**config.mk**
```make
export PLATFORM = sky130hd
export DESIGN_NAME = pulse_stretch
export DESIGN_NICKNAME = d
export VERILOG_FILES = /design/src/rtl/pulse_stretch_pkg.sv /design/src/rtl/pulse_stretch_down_counter.sv /design/src/rtl/pulse_stretch.sv
export SDC_FILE = /design/constraint.sdc
export NUM_CORES = 1
export LEC_CHECK = 0
export ABC_AREA = 1
export BUFFER_PORTS_ARGS = -buffer_cell sky130_fd_sc_hd__buf_4
export CAP_MARGIN = 0
export CORE_MARGIN = 10
export CORE_UTILIZATION = 45
export CTS_CLUSTER_DIAMETER = 200
export CTS_CLUSTER_SIZE = 20
export DETAILED_ROUTE_END_ITERATION = 8
export PLACE_DENSITY = 0.65
export SETUP_SLACK_MARGIN = 0.15
export SLEW_MARGIN = 20
export SYNTH_ARGS = -nofsm -noshare
export SYNTH_HDL_FRONTEND = slang
export SYNTH_HIERARCHICAL = 1
export SYNTH_SLANG_ARGS = --single-unit
```
**constraint.sdc**
```tcl
create_clock -name clk -period 2.37 [get_ports clk]
set_input_delay 0.3555 -clock clk [delete_from_list [all_inputs] [get_ports clk]]
set_output_delay 0.3555 -clock clk [all_outputs]
set_load 0.005 [all_outputs]
```
**src/rtl/pulse_stretch_pkg.sv**
```systemverilog
// Shared definitions for the pulse stretcher: FSM state encoding used by the
// RTL and by the bench for state checks.
package pulse_stretch_pkg;

    typedef enum logic [1:0] {
        IDLE = 2'd0,
        HOLD = 2'd1,
        GAP  = 2'd2
    } state_t;

endpackage : pulse_stretch_pkg

```
**src/rtl/pulse_stretch_down_counter.sv**
```systemverilog
// Loadable down counter for the hold/gap timer; saturates at zero and flags
// the final counted cycle.
module down_counter #(
    parameter int W = 16
) (
    input  logic         clk,
    input  logic         rst,
    input  logic         load,
    input  logic [W-1:0] load_val,
    input  logic         dec,
    output logic         is_one
);

    logic [W-1:0] cnt;

    // NOTE: clocked state is always assigned with <= so every flop samples
    // pre-edge values regardless of the order of statements or blocks.
    always_ff @(posedge clk or negedge rst) begin
        if (!rst) begin
            cnt <= '0;
        end else if (load) begin
            cnt <= load_val;
        end else if (dec && (cnt != '0)) begin
            cnt <= cnt - W'(1);
        end
    end

    assign is_one = (cnt == W'(1));

endmodule : down_counter

```
**src/rtl/pulse_stretch.sv**
```systemverilog
// Expands a one-cycle request into a level held for max(len,1) cycles,
// optionally followed by a forced low gap, with retrigger or drop policy.
module pulse_stretch
    import pulse_stretch_pkg::*;
#(
    parameter int CNT_W      = 16,
    parameter int GAP_CYCLES = 0,
    parameter bit RETRIG     = 1'b0
) (
    input  logic             clk,
    input  logic             rst,
    input  logic             trig,
    input  logic [CNT_W-1:0] len,
    output logic             lvl,
    output logic             busy,
    output logic             done,
    output logic             drop
);

    if ((GAP_CYCLES < 0) || (longint'(GAP_CYCLES) >= (longint'(1) << CNT_W))) begin : g_bad_gap
        $error("pulse_stretch: GAP_CYCLES must fit in CNT_W bits");
    end

    localparam logic [CNT_W-1:0] GAP_VAL = CNT_W'(GAP_CYCLES);

    state_t           state;
    logic             is_one;
    logic             load;
    logic             dec;
    logic [CNT_W-1:0] load_val;
    logic [CNT_W-1:0] len_eff;
    logic             reload;

    assign len_eff = (len == '0) ? CNT_W'(1) : len;
    assign reload  = trig & RETRIG;

    // NOTE: every signal driven here gets a default first, so no path through
    // the case leaves it unassigned and no latch is inferred.
    always_comb begin
        load     = 1'b0;
        dec      = 1'b0;
        load_val = len_eff;
        case (state)
            IDLE: load = trig;
            HOLD: begin
                if (reload) begin
                    load = 1'b1;
                end else if (is_one) begin
                    if (GAP_CYCLES > 0) begin
                        load     = 1'b1;
                        load_val = GAP_VAL;
                    end
                end else begin
                    dec = 1'b1;
                end
            end
            GAP:     dec = !is_one;
            default: load = 1'b0;
        endcase
    end

    down_counter #(.W(CNT_W)) u_cnt (
        .clk      (clk),
        .rst      (rst),
        .load     (load),
        .load_val (load_val),
        .dec      (dec),
        .is_one   (is_one)
    );

    // Outputs are registered alongside the state so nothing is combinational
    // from trig; a retrigger wins over expiry in the final hold cycle.
    always_ff @(posedge clk or negedge rst) begin
        if (!rst) begin
            state <= IDLE;
            lvl   <= 1'b0;
            busy  <= 1'b0;
            done  <= 1'b0;
            drop  <= 1'b0;
        end else begin
            done <= 1'b0;
            drop <= 1'b0;
            case (state)
                IDLE: begin
                    if (trig) begin
                        state <= HOLD;
                        lvl   <= 1'b1;
                        busy  <= 1'b1;
                    end
                end
                HOLD: begin
                    drop <= trig & ~RETRIG;
                    if (!reload && is_one) begin
                        done <= 1'b1;
                        lvl  <= 1'b0;
                        if (GAP_CYCLES > 0) begin
                            state <= GAP;
                        end else begin
                            state <= IDLE;
                            busy  <= 1'b0;
                        end
                    end
                end
                GAP: begin
                    drop <= trig;
                    if (is_one) begin
                        state <= IDLE;
                        busy  <= 1'b0;
                    end
                end
                default: begin
                    state <= IDLE;
                    lvl   <= 1'b0;
                    busy  <= 1'b0;
                end
            endcase
        end
    end

endmodule : pulse_stretch

```
==> impl_metrics.json <==
{
  "nFillCells": 349,
  "wl_met2_mm": 1.79,
  "grt_overflow": 0,
  "setup_tns_ps": 0,
  "worst_slack_ps": 421,
  "critical_path.top_delay_family": "simple AND/OR/NAND/NOR gates",
  "holdCritPathClass": "in -> reg",
  "post-route-period-util_pct": 82.3,
  "pwr_density_cell_nw_per_um2": 318,
  "ant_nets": 0,
  "m1WireLength_mm": 1.81,
  "finalSetupViolations": 0,
  "rsz0062_at_grt": "false",
  "tritoncts": "done",
  "pin_count": 23,
  "maxCapViolations": 0,
  "grt_pass1_vias": 1482,
  "hpwlAfterDp_mm": 3.05,
  "synth_seq_area_share_pct": 31.4,
  "finClkSkew_ps": 2.53,
  "ys_ff_latch": 19,
  "synth_warnings": 6,
  "critPathRequiredTime_ps": 2620,
  "die_area_um2": 6090,
  "peakVddDrop_mv": 0.272,
  "antenna_cells": 0,
  "holdPathStages": 3,
  "wl_mm": 3.86,
  "fin_crit_ps": 1950,
  "first_pass_iters": 4,
  "grt_max_degree": 21,
  "drive_above_1_share_pct": 18.6,
  "grt_first_pass_wirelength_mm": 6.78,
  "path_clk_slew_ps": 120,
  "tightestPinTransition_ps": 668,
  "wl_per_cell_um": 13.2,
  "worst_ep_arrival_time_ps": 2200,
  "num_vias": 1459,
  "yosysTopAreaCell": "dfrtp_1",
  "slew_viol_final": 0,
  "cp_max_fo": 8,
  "cts.sinks": 19,
  "crit_buf_inv": 0,
  "yosysUniqueCellTypes": 29,
  "numCtsBuffers": 3,
  "path_class": "reg -> reg",
  "synth_area_leaders": "dfrtp_1 31%, nand2_1 22%, nor2_1 8.2%",
  "syn_inst": 238,
  "drc_errors": 0,
  "die_x_um": 78.0,
  "clock_path_buffers": 2,
  "cpPeakStageDelay_ps": 540,
  "slew-limit-headroom_pct": 55.3,
  "leakage_nw": 0.860,
  "port_buffers": 22,
  "syn_to_final_growth_pct": 12.7,
  "cts_root_buf": "clkbuf_4",
  "final_hold_viol_count": 0,
  "synth_edf_count": 0,
  "synth_common_cells": "90 x nand2_1, 33 x nor2_1, 22 x nand3_1",
  "clk-insertion-delay-late_ps": 300,
  "grtUsageTotal_pct": 13.5,
  "netlist_area_um2": 1520,
  "crit_slowest_cell": "nor2_1",
  "synth.top_cell.area_share_pct": 31.4,
  "highest_layer": "met4",
  "syn-num-nets": 259,
  "met3_length_um": 212,
  "coreArea_um2": 3280,
  "start_util_pct": 46.1,
  "yosysMostFrequentCell": "nand2_1",
  "critPathCaptureType": "register",
  "num_rows": 21,
  "die_h_um": 78.0,
  "antenna_found_initial": 0,
  "cts_setup_buffers": 0,
  "reg2reg_depth": 8,
  "htreeDepth": 1,
  "fin_nets": 269,
  "async_flop_share_pct": 100,
  "via_per_inst": 4.98,
  "drt-initial-drc-count": 84,
  "crit_chain": "nor2_1, nand2_1, nor4_2, nor2_1, nand2_8, nor2_4, nand2_1, nand3_1",
  "max_freq_ghz": 0.513,
  "critPathLaunchType": "register",
  "syn_avg_cell_area_um2": 6.37,
  "cp.depth": 8,
  "synth_ff_type": "dfrtp_1",
  "place_congestion": 0.914,
  "status": "completed",
  "dp_slack_ps": 359
}
[sequential cells by signal (all words and copies together), names as in the netlist]
signal     flops
u_cnt/cnt     16
done           1
drop           1
lvl            1
[through the flow]
step           instance area (um2)  instances  power (W)  util [%]  hold slack, ps
6_report                      1710        293   0.000544      52.0             242
5_1_grt                       1710        293   0.000569      52.0             236
4_1_cts                       1700        293   0.000551      51.8             239
3_5_place_dp                  1670        288   0.000374      50.7             251
3_3_place_gp                  1670        288   0.000374      50.7             253
2_1_floorplan                 1520        238   0.000345         -            59.9
[final cells by class]
type | count | area, um2 | area share, %
inverters | 17 | 63.8 | 3.74
flip-flops and latches | 19 | 475 | 27.8
well taps | 46 | 57.6 | 3.37
multi-input cells | 183 | 902 | 52.8
clock buffers | 4 | 26.3 | 1.54
repair buffers | 24 | 183 | 10.7
[where the power goes]
group	internal (W)	switching, W	total (W)
Sequential	0.000325	0.000000221	0.000325
Combinational	0.0000235	0.0000189	0.0000425
Clock	0.0000657	0.000110	0.000176
Total	0.000414	0.000130	0.000544
[worst paths after layout]
check	end	startpoint	slack, ps
setup / recovery	u_cnt/cnt[14]$_DFFE_PN0P_	u_cnt/cnt[12]$_DFFE_PN0P_	420
hold / removal	drop$_DFF_PN0_	trig	240
setup reg to reg	u_cnt/cnt[14]$_DFFE_PN0P_	u_cnt/cnt[12]$_DFFE_PN0P_	420
hold reg to reg	drop$_DFF_PN0_	lvl$_DFFE_PN0P_	570
max in group asynchronous	u_cnt/cnt[9]$_DFFE_PN0P_	rst	1720
min in group asynchronous	drop$_DFF_PN0_	rst	440
[cells in the final DEF, fill, tap and decap left out, types with 2 or more instances in the layout]
cell | synthesis | routed
o21ai_2 | 2 | 2
nor2_2 | 3 | 3
o21bai_1 | 3 | 3
inv_2 | 2 | 2
nand2_1 | 90 | 90
nand3_1 | 22 | 22
nor2_1 | 33 | 33
buf_4 | 2 | 23
inv_1 | 14 | 14
nand3b_1 | 6 | 6
nand2_2 | 3 | 3
o21ai_0 | 3 | 3
ha_1 | 2 | 2
nor2_4 | 2 | 2
clkbuf_4 | 0 | 3
a21oi_1 | 3 | 3
nand2_4 | 2 | 2
dfrtp_1 | 19 | 19
[metal layers]
layer | vias to the layer above | GRT usage, %
met3 | 4 | 3.53
met2 | 38 | 22.1
met5 | - | 0
met4 | 0 | 3.58
li1 | 750 | -
met1 | 667 | 17.3
[cells by family after synthesis]
group	Yosys count	synth area share, %
and+or+nand+nor	166	50.3
DFF	19	31.4
buffers and inverters	36	9.50
adders and majority gates	2	1.65
AOI/OAI and AO/OA	13	6.03
xor gates and xnor gates	2	1.16
[worst min-delay path, delay by kind of cell]
family | cells | cell delay (ps)
buf+inv | 2 | 130
simple gates | 1 | 40
[timing repair]
action / 4_1_cts / 5_1_grt
setup endpoints to repair: 0 / 14
resized for setup: 0 / 1
hold buffers: 1 / 0
endpoints found under the hold margin: 19 / 0
No activity file was read; power rests on OpenSTA's default activity.
